===== src/rtl/hmm_seq_gen.sv =====
// hmm_seq_gen: hidden-Markov-model sequence generator.
// Draws a hidden-state path and an observation stream from cumulative HMM
// tables. All randomness comes from one 32-bit Galois LFSR, so a sequence
// can be reproduced exactly from its seed. Symbols leave over valid/ready.
//
// Ports:
//   clk, rst          single clock, asynchronous active-high reset
//   start, length     begin a sequence of `length` symbols (IDLE only)
//   seed_load, seed   reload the LFSR while IDLE (seed 0 loads 1)
//   cdfC/cdfA/cdfB    initial, transition and emission cumulative thresholds
//   obs_out/state_out current symbol and the hidden state that emitted it
//   obs_valid/ready   symbol handshake
//   path              hidden path; entries past `length` keep older values
//   busy, done        busy outside IDLE; done pulses once per sequence
//
// state  | meaning
// IDLE   | waiting for start, seed_load allowed
// INIT   | draw first hidden state from cdfC
// EMIT   | draw symbol from cdfB[cur], present it
// HOLD   | wait for the consumer handshake
// TRANS  | draw next hidden state from cdfA[cur]
// DONE   | sequence complete, done follows one cycle later
module hmm_seq_gen #(
  parameter int          N    = 16,
  parameter int          I    = 3,
  parameter int          K    = 3,
  parameter int          P    = 16,
  parameter logic [31:0] SEED = 32'h1,
  localparam int         LW   = $clog2(N),
  localparam int         IW   = $clog2(I),
  localparam int         KW   = $clog2(K)
) (
  input  logic          clk,
  input  logic          rst,
  input  logic          start,
  input  logic [LW-1:0] length,
  input  logic          seed_load,
  input  logic [31:0]   seed,
  input  logic [P:0]    cdfC [I],
  input  logic [P:0]    cdfA [I][I],
  input  logic [P:0]    cdfB [I][K],
  output logic [KW-1:0] obs_out,
  output logic          obs_valid,
  input  logic          obs_ready,
  output logic [IW-1:0] state_out,
  output logic [IW-1:0] path [N],
  output logic          busy,
  output logic          done
);

  typedef enum logic [2:0] {S_IDLE, S_INIT, S_EMIT, S_HOLD, S_TRANS, S_DONE} state_t;

  state_t        r_state, w_state_nxt;
  logic [31:0]   r_lfsr, w_lfsr_step;
  logic [LW-1:0] r_len, r_t;
  logic [IW-1:0] r_cur, w_c_sel, w_a_sel;
  logic [KW-1:0] w_b_sel;
  logic [P-1:0]  w_r;
  logic          w_draw, w_last, r_done;
  logic          w_unused_last;

  assign w_lfsr_step = {1'b0, r_lfsr[31:1]} ^ (r_lfsr[0] ? 32'h80200003 : 32'h0);
  assign w_last      = (r_t == r_len - LW'(1));
  assign done        = r_done;

  // Smallest index whose threshold exceeds r; the last index is the
  // fallback, so its stored threshold is never looked at.
  always_comb begin
    w_r     = r_lfsr[P-1:0];
    w_c_sel = IW'(I-1);
    w_a_sel = IW'(I-1);
    w_b_sel = KW'(K-1);
    for (int j = I-2; j >= 0; j--) begin
      if ({1'b0, w_r} < cdfC[j])        w_c_sel = IW'(j);
      if ({1'b0, w_r} < cdfA[r_cur][j]) w_a_sel = IW'(j);
    end
    for (int j = K-2; j >= 0; j--) begin
      if ({1'b0, w_r} < cdfB[r_cur][j]) w_b_sel = KW'(j);
    end
  end

  // Fold the ignored last-column thresholds into a sink.
  always_comb begin
    w_unused_last = ^cdfC[I-1];
    for (int i = 0; i < I; i++) begin
      w_unused_last = w_unused_last ^ (^cdfA[i][I-1]) ^ (^cdfB[i][K-1]);
    end
  end

  // State register
  always_ff @(posedge clk or posedge rst) begin
    if (rst) r_state <= S_IDLE;
    else     r_state <= w_state_nxt;
  end

  // Next state
  always_comb begin
    w_state_nxt = r_state;
    case (r_state)
      S_IDLE:  if (start) w_state_nxt = (length == '0) ? S_DONE : S_INIT;
      S_INIT:  w_state_nxt = S_EMIT;
      S_EMIT:  w_state_nxt = S_HOLD;
      S_HOLD:  if (obs_ready) w_state_nxt = w_last ? S_DONE : S_TRANS;
      S_TRANS: w_state_nxt = S_EMIT;
      S_DONE:  w_state_nxt = S_IDLE;
      default: w_state_nxt = S_IDLE;
    endcase
  end

  // Decoded outputs
  always_comb begin
    busy   = (r_state != S_IDLE);
    w_draw = (r_state == S_INIT) || (r_state == S_EMIT) || (r_state == S_TRANS);
  end

  // Datapath: the LFSR steps only on the three drawing states.
  always_ff @(posedge clk or posedge rst) begin
    if (rst) begin
      r_lfsr    <= SEED;
      r_len     <= '0;
      r_t       <= '0;
      r_cur     <= '0;
      r_done    <= 1'b0;
      obs_out   <= '0;
      obs_valid <= 1'b0;
      state_out <= '0;
      for (int n = 0; n < N; n++) path[n] <= '0;
    end else begin
      r_done <= (r_state == S_DONE);
      if ((r_state == S_IDLE) && seed_load)
        r_lfsr <= (seed == 32'h0) ? 32'h1 : seed;
      else if (w_draw)
        r_lfsr <= w_lfsr_step;
      case (r_state)
        S_IDLE:  if (start) r_len <= length;
        S_INIT: begin
          r_cur <= w_c_sel;
          r_t   <= '0;
        end
        S_EMIT: begin
          obs_out    <= w_b_sel;
          state_out  <= r_cur;
          path[r_t]  <= r_cur;
          obs_valid  <= 1'b1;
        end
        S_HOLD:  if (obs_ready) obs_valid <= 1'b0;
        S_TRANS: begin
          r_cur <= w_a_sel;
          r_t   <= r_t + LW'(1);
        end
        default: ;
      endcase
    end
  end

endmodule


===== config.mk =====
export PLATFORM = sky130hd
export DESIGN_NAME = hmm_seq_gen
export DESIGN_NICKNAME = d
export VERILOG_FILES = /design/src/rtl/hmm_seq_gen.sv
export SDC_FILE = /design/constraint.sdc
export NUM_CORES = 1
export LEC_CHECK = 0
export ABC_AREA = 0
export BUFFER_PORTS_ARGS = -buffer_cell sky130_fd_sc_hd__buf_2
export CORE_AREA = 5 5 167 169
export CTS_CLUSTER_DIAMETER = 200
export DETAILED_ROUTE_END_ITERATION = 10
export DIE_AREA = 0 0 172 174
export PLACE_DENSITY_LB_ADDON = 0.15
export SLEW_MARGIN = 0
export SYNTH_ARGS = -nofsm -noshare
export SYNTH_HDL_FRONTEND = slang
export SYNTH_SLANG_ARGS = --single-unit
export TNS_END_PERCENT = 50

===== constraint.sdc =====
create_clock -name clk -period 5.3 [get_ports clk]
set_clock_uncertainty 0.2 [all_clocks]
set_input_delay 1.06 -clock clk [delete_from_list [all_inputs] [get_ports clk]]
set_output_delay 1.06 -clock clk [all_outputs]
set_load 0.05 [all_outputs]

==> reports/qor.yml <==
yosys:
  synthDominantCellAreaShare_pct: 28.3
  syn_area_um2: 7260
  syn-num-nets: 1351
  postSynthAreaPerCell_um2: 8.46
  synth_edf_count: 0
  synth.area.top_cells: "dfrtp_1, ha_1, mux2i_1"
  synth-seq-area-share_pct: 28.6
  ys_ff_latch: 83
  synth_cell_type_count: 60
  synthArstFlopShare_pct: 100
  yosysWarningCount: 0
  yosysTopAreaCell: "dfrtp_1"
  synth_flop_cell: "dfrtp_1"
  syn_inst: 858
clock_network:
  cts_resized: 0
  cts_buffers: 9
  clockBufferDepth: 2
  tritoncts: "built"
  cts_hold_buffers: 0
  post_cts_buffers: 0
  cts_max_level: 3
  clk_latency_ns: 0.34
  cts.sinks: 83
  clk_pin_slew_worst_paths_ns: 0.06
  cts_root_buf: "clkbuf_16"
routing:
  dr.max_layer_used: "met5"
  route.vias.total: 7243
  drt-met1-wl_um: 11100
  drt_pass1_iterations: 4
  post_drt_wl_per_cell_um: 17.9
  final_antenna_net_count: 0
  wl_met2_um: 13500
  drt_wl_total_um: 26800
  wl_met3_um: 1990
  drt_iter0_markers: 291
  drc_errors: 0
  via_per_inst: 4.84
setup_path:
  cp_num_buf_inv: 1
  max_stage_delay_ns: 0.63
  arrival_ns: 3.74
  cp-end-kind: "flip-flop"
  r2r_setup_slack_ns: 1.59
  cp_max_fo: 31
  crit_top_cell: "a21oi_1"
  worstSetupPathType: "reg2reg"
  path_depth: 11
  r2r_start: "r_cur[0]$_DFFE_PP0P_"
  rr_endpoint: "r_cur[0]$_DFFE_PP0P_"
  cp_cell_sequence: "nor2b_4, buf_4, a21oi_1, ha_1, nand3_1, nor2_1, and2_1, o311ai_1, a21oi_1, o22ai_1, mux2_2"
  reg2reg_depth: 11
  worst_setup_path_start_kind: "flip-flop"
  slowest_stage: "dfrtp_4"
  path_delay_family: "simple AND/OR/NAND/NOR gates"
  crit_required_ns: 5.33
floorplan:
  start_util_pct: 27.5
  row_count: 60
  fp.dieH_um: 174
  die_area_um2: 29900
  core_area_um2: 26400
  dieWidth_um: 172
  ios: 437
global_routing:
  grt_pass1_vias: 7325
  antenna_found_initial: 2
  grt_max_degree: 56
  grt_pass1_wl_um: 39600
  grt_usage_pct: 16.9
  grt-ovfl-total: 0
status:
  status: "completed"
min_path:
  min_to: "state_out[1]$_DFFE_PP0P_"
  hold_start: "state_out[1]$_DFFE_PP0P_"
  min_path_cells: 2
  holdCritPathClass: "reg2reg"
placement:
  dpl_worst_slack_ns: 1.49
  dp_hpwl_um: 21800
  port_buffers: 317
  gp_congestion: 0.804
power_and_ir_drop:
  p_per_area_nw_per_um2: 518
  ir_worst_vdd_uv: 224
  p_leak_nw: 4.76
  finalPower_mw: 4.90
timing:
  setup_ws_ns: 1.59
  period_share_pct: 70.1
  hold_viol_final: 0
  rsz0062_at_grt: "no"
  maxSlewHeadroom_pct: 22.0
  setup_viol: 0
  tightest_slew_ns: 1.17
  fin_crit_ns: 3.71
  final.setup.tns_ns: 0
  slew_viol_final: 0
  fmax_ghz: 0.269
flow_run:
  cap_viol_max_count: 0
cells_and_area:
  syn_to_final_growth_pct: 30.5
  n_fill_cell: 2850
  nNetsFinal: 1643
  drive_gt1_share_pct: 32.6
## cell usage after synthesis (15+ instances only)
master and number:
a21oi_1 123, nor2_1 118, ha_1 95, dfrtp_1 82, mux2i_1 72, nand2_1 66, inv_1 41, o21ai_0 38
clkbuf_1 27, mux2_2 20, a21o_1 17, nand3_1 17, mux2_1 16, buf_2 15
## tightest hold or removal path: stages, from the launching register on
cell and delay, ns:
dfrtp_1 0.33, nand2_1 0.05, nand2_1 0.06
## stage by stage
stage / instances / util [%] / hold slack, ns / area (um^2)
floorplan: 858 / - / 0.261 / 7260
global placement: 1480 / 34.6 / 0.256 / 9150
detailed placement: 1480 / 34.6 / 0.263 / 9150
CTS: 1496 / 35.8 / 0.276 / 9470
global route: 1497 / 35.8 / 0.292 / 9470
finish: 1497 / 35.8 / 0.278 / 9470
## logic make-up after synthesis
kind of cell,share of synthesized area (%)
flip-flops,28.6
AO/OA/AOI/OAI,17.8
multiplexers,15.7
adder cells (fa/ha/maj),16.4
AND/OR/NAND/NOR,15.5
buffers and inverters,4.86
XOR/XNOR,1.09
## flip-flops by register name, indices dropped and copies added, names as in the netlist
signal     count
done           1
obs_out        2
obs_valid      1
path          32
r_cur          2
r_len          4
r_lfsr        32
r_state        3
r_t            4
state_out      2
## placed cells by master (no fill, tap or decap), types with 2 or more instances in the layout
| cell type | count |
|---|---|
| dfrtp_1 | 80 |
| o311ai_1 | 2 |
| a221oi_2 | 2 |
| buf_4 | 8 |
| and2_1 | 3 |
| a221oi_1 | 2 |
| inv_1 | 40 |
| a2111oi_1 | 2 |
| mux2_1 | 16 |
| mux2i_1 | 72 |
| nor2b_1 | 4 |
| clkinv_2 | 2 |
| clkbuf_16 | 9 |
| a2bb2oi_1 | 2 |
| o22ai_1 | 6 |
| clkinv_4 | 2 |
| xnor2_1 | 4 |
| nand3_1 | 17 |
| a21o_1 | 17 |
| nand2b_1 | 2 |
| bufinv_16 | 2 |
| buf_2 | 317 |
| nor2_1 | 118 |
| nor3b_2 | 2 |
| o21ai_0 | 38 |
| o21ai_1 | 6 |
| o211ai_1 | 2 |
| nand4_1 | 13 |
| ha_1 | 95 |
| mux2_2 | 20 |
| a211oi_1 | 4 |
| nor4_1 | 10 |
| nor3_1 | 9 |
| xor2_1 | 5 |
| a31oi_1 | 3 |
| a21oi_1 | 123 |
| and3_1 | 2 |
| nand2_1 | 66 |
## how the worst max path moves through the flow
stage	from	to	slack [ns]
6_report	r_cur[0]$_DFFE_PP0P_	r_cur[0]$_DFFE_PP0P_	1.59
3_5_place_dp	r_cur[0]$_DFFE_PP0P_	r_cur[0]$_DFFE_PP0P_	1.49
2_1_floorplan	rst	done$_DFF_PP0_	1.90
4_1_cts	r_cur[0]$_DFFE_PP0P_	r_cur[0]$_DFFE_PP0P_	1.48
5_1_grt	r_cur[0]$_DFFE_PP0P_	obs_out[1]$_DFFE_PP0P_	1.31
3_3_place_gp	r_cur[0]$_DFFE_PP0P_	r_cur[0]$_DFFE_PP0P_	1.49
## area by class of cell
type	instances	area (um^2)	area share, %
Antenna cell	1	2.50	0.0264
Tap cell	341	427	4.50
Clock buffer	10	229	2.42
Clock inverter	6	90.1	0.951
Sequential cell	83	2080	22.0
Inverter	43	163	1.72
Timing Repair Buffer	325	1650	17.4
Multi-Input combinational cell	688	4830	51.0
## power by group
group	leakage [nW]	total, mW	switching [mW]	internal [mW]
clock network	0.153	0.673	0.260	0.414
logic	3.58	2.99	1.77	1.23
registers	1.03	1.24	0.388	0.848
total	4.76	4.90	2.42	2.49
## layer usage
metal | vias to the layer above | GRT usage (%)
li1 | 3664 | -
met1 | 3336 | 20.5
met2 | 229 | 31.3
met3 | 12 | 3.25
met4 | 2 | 2.72
met5 | - | 0
Power figures use the tool's default switching activity.
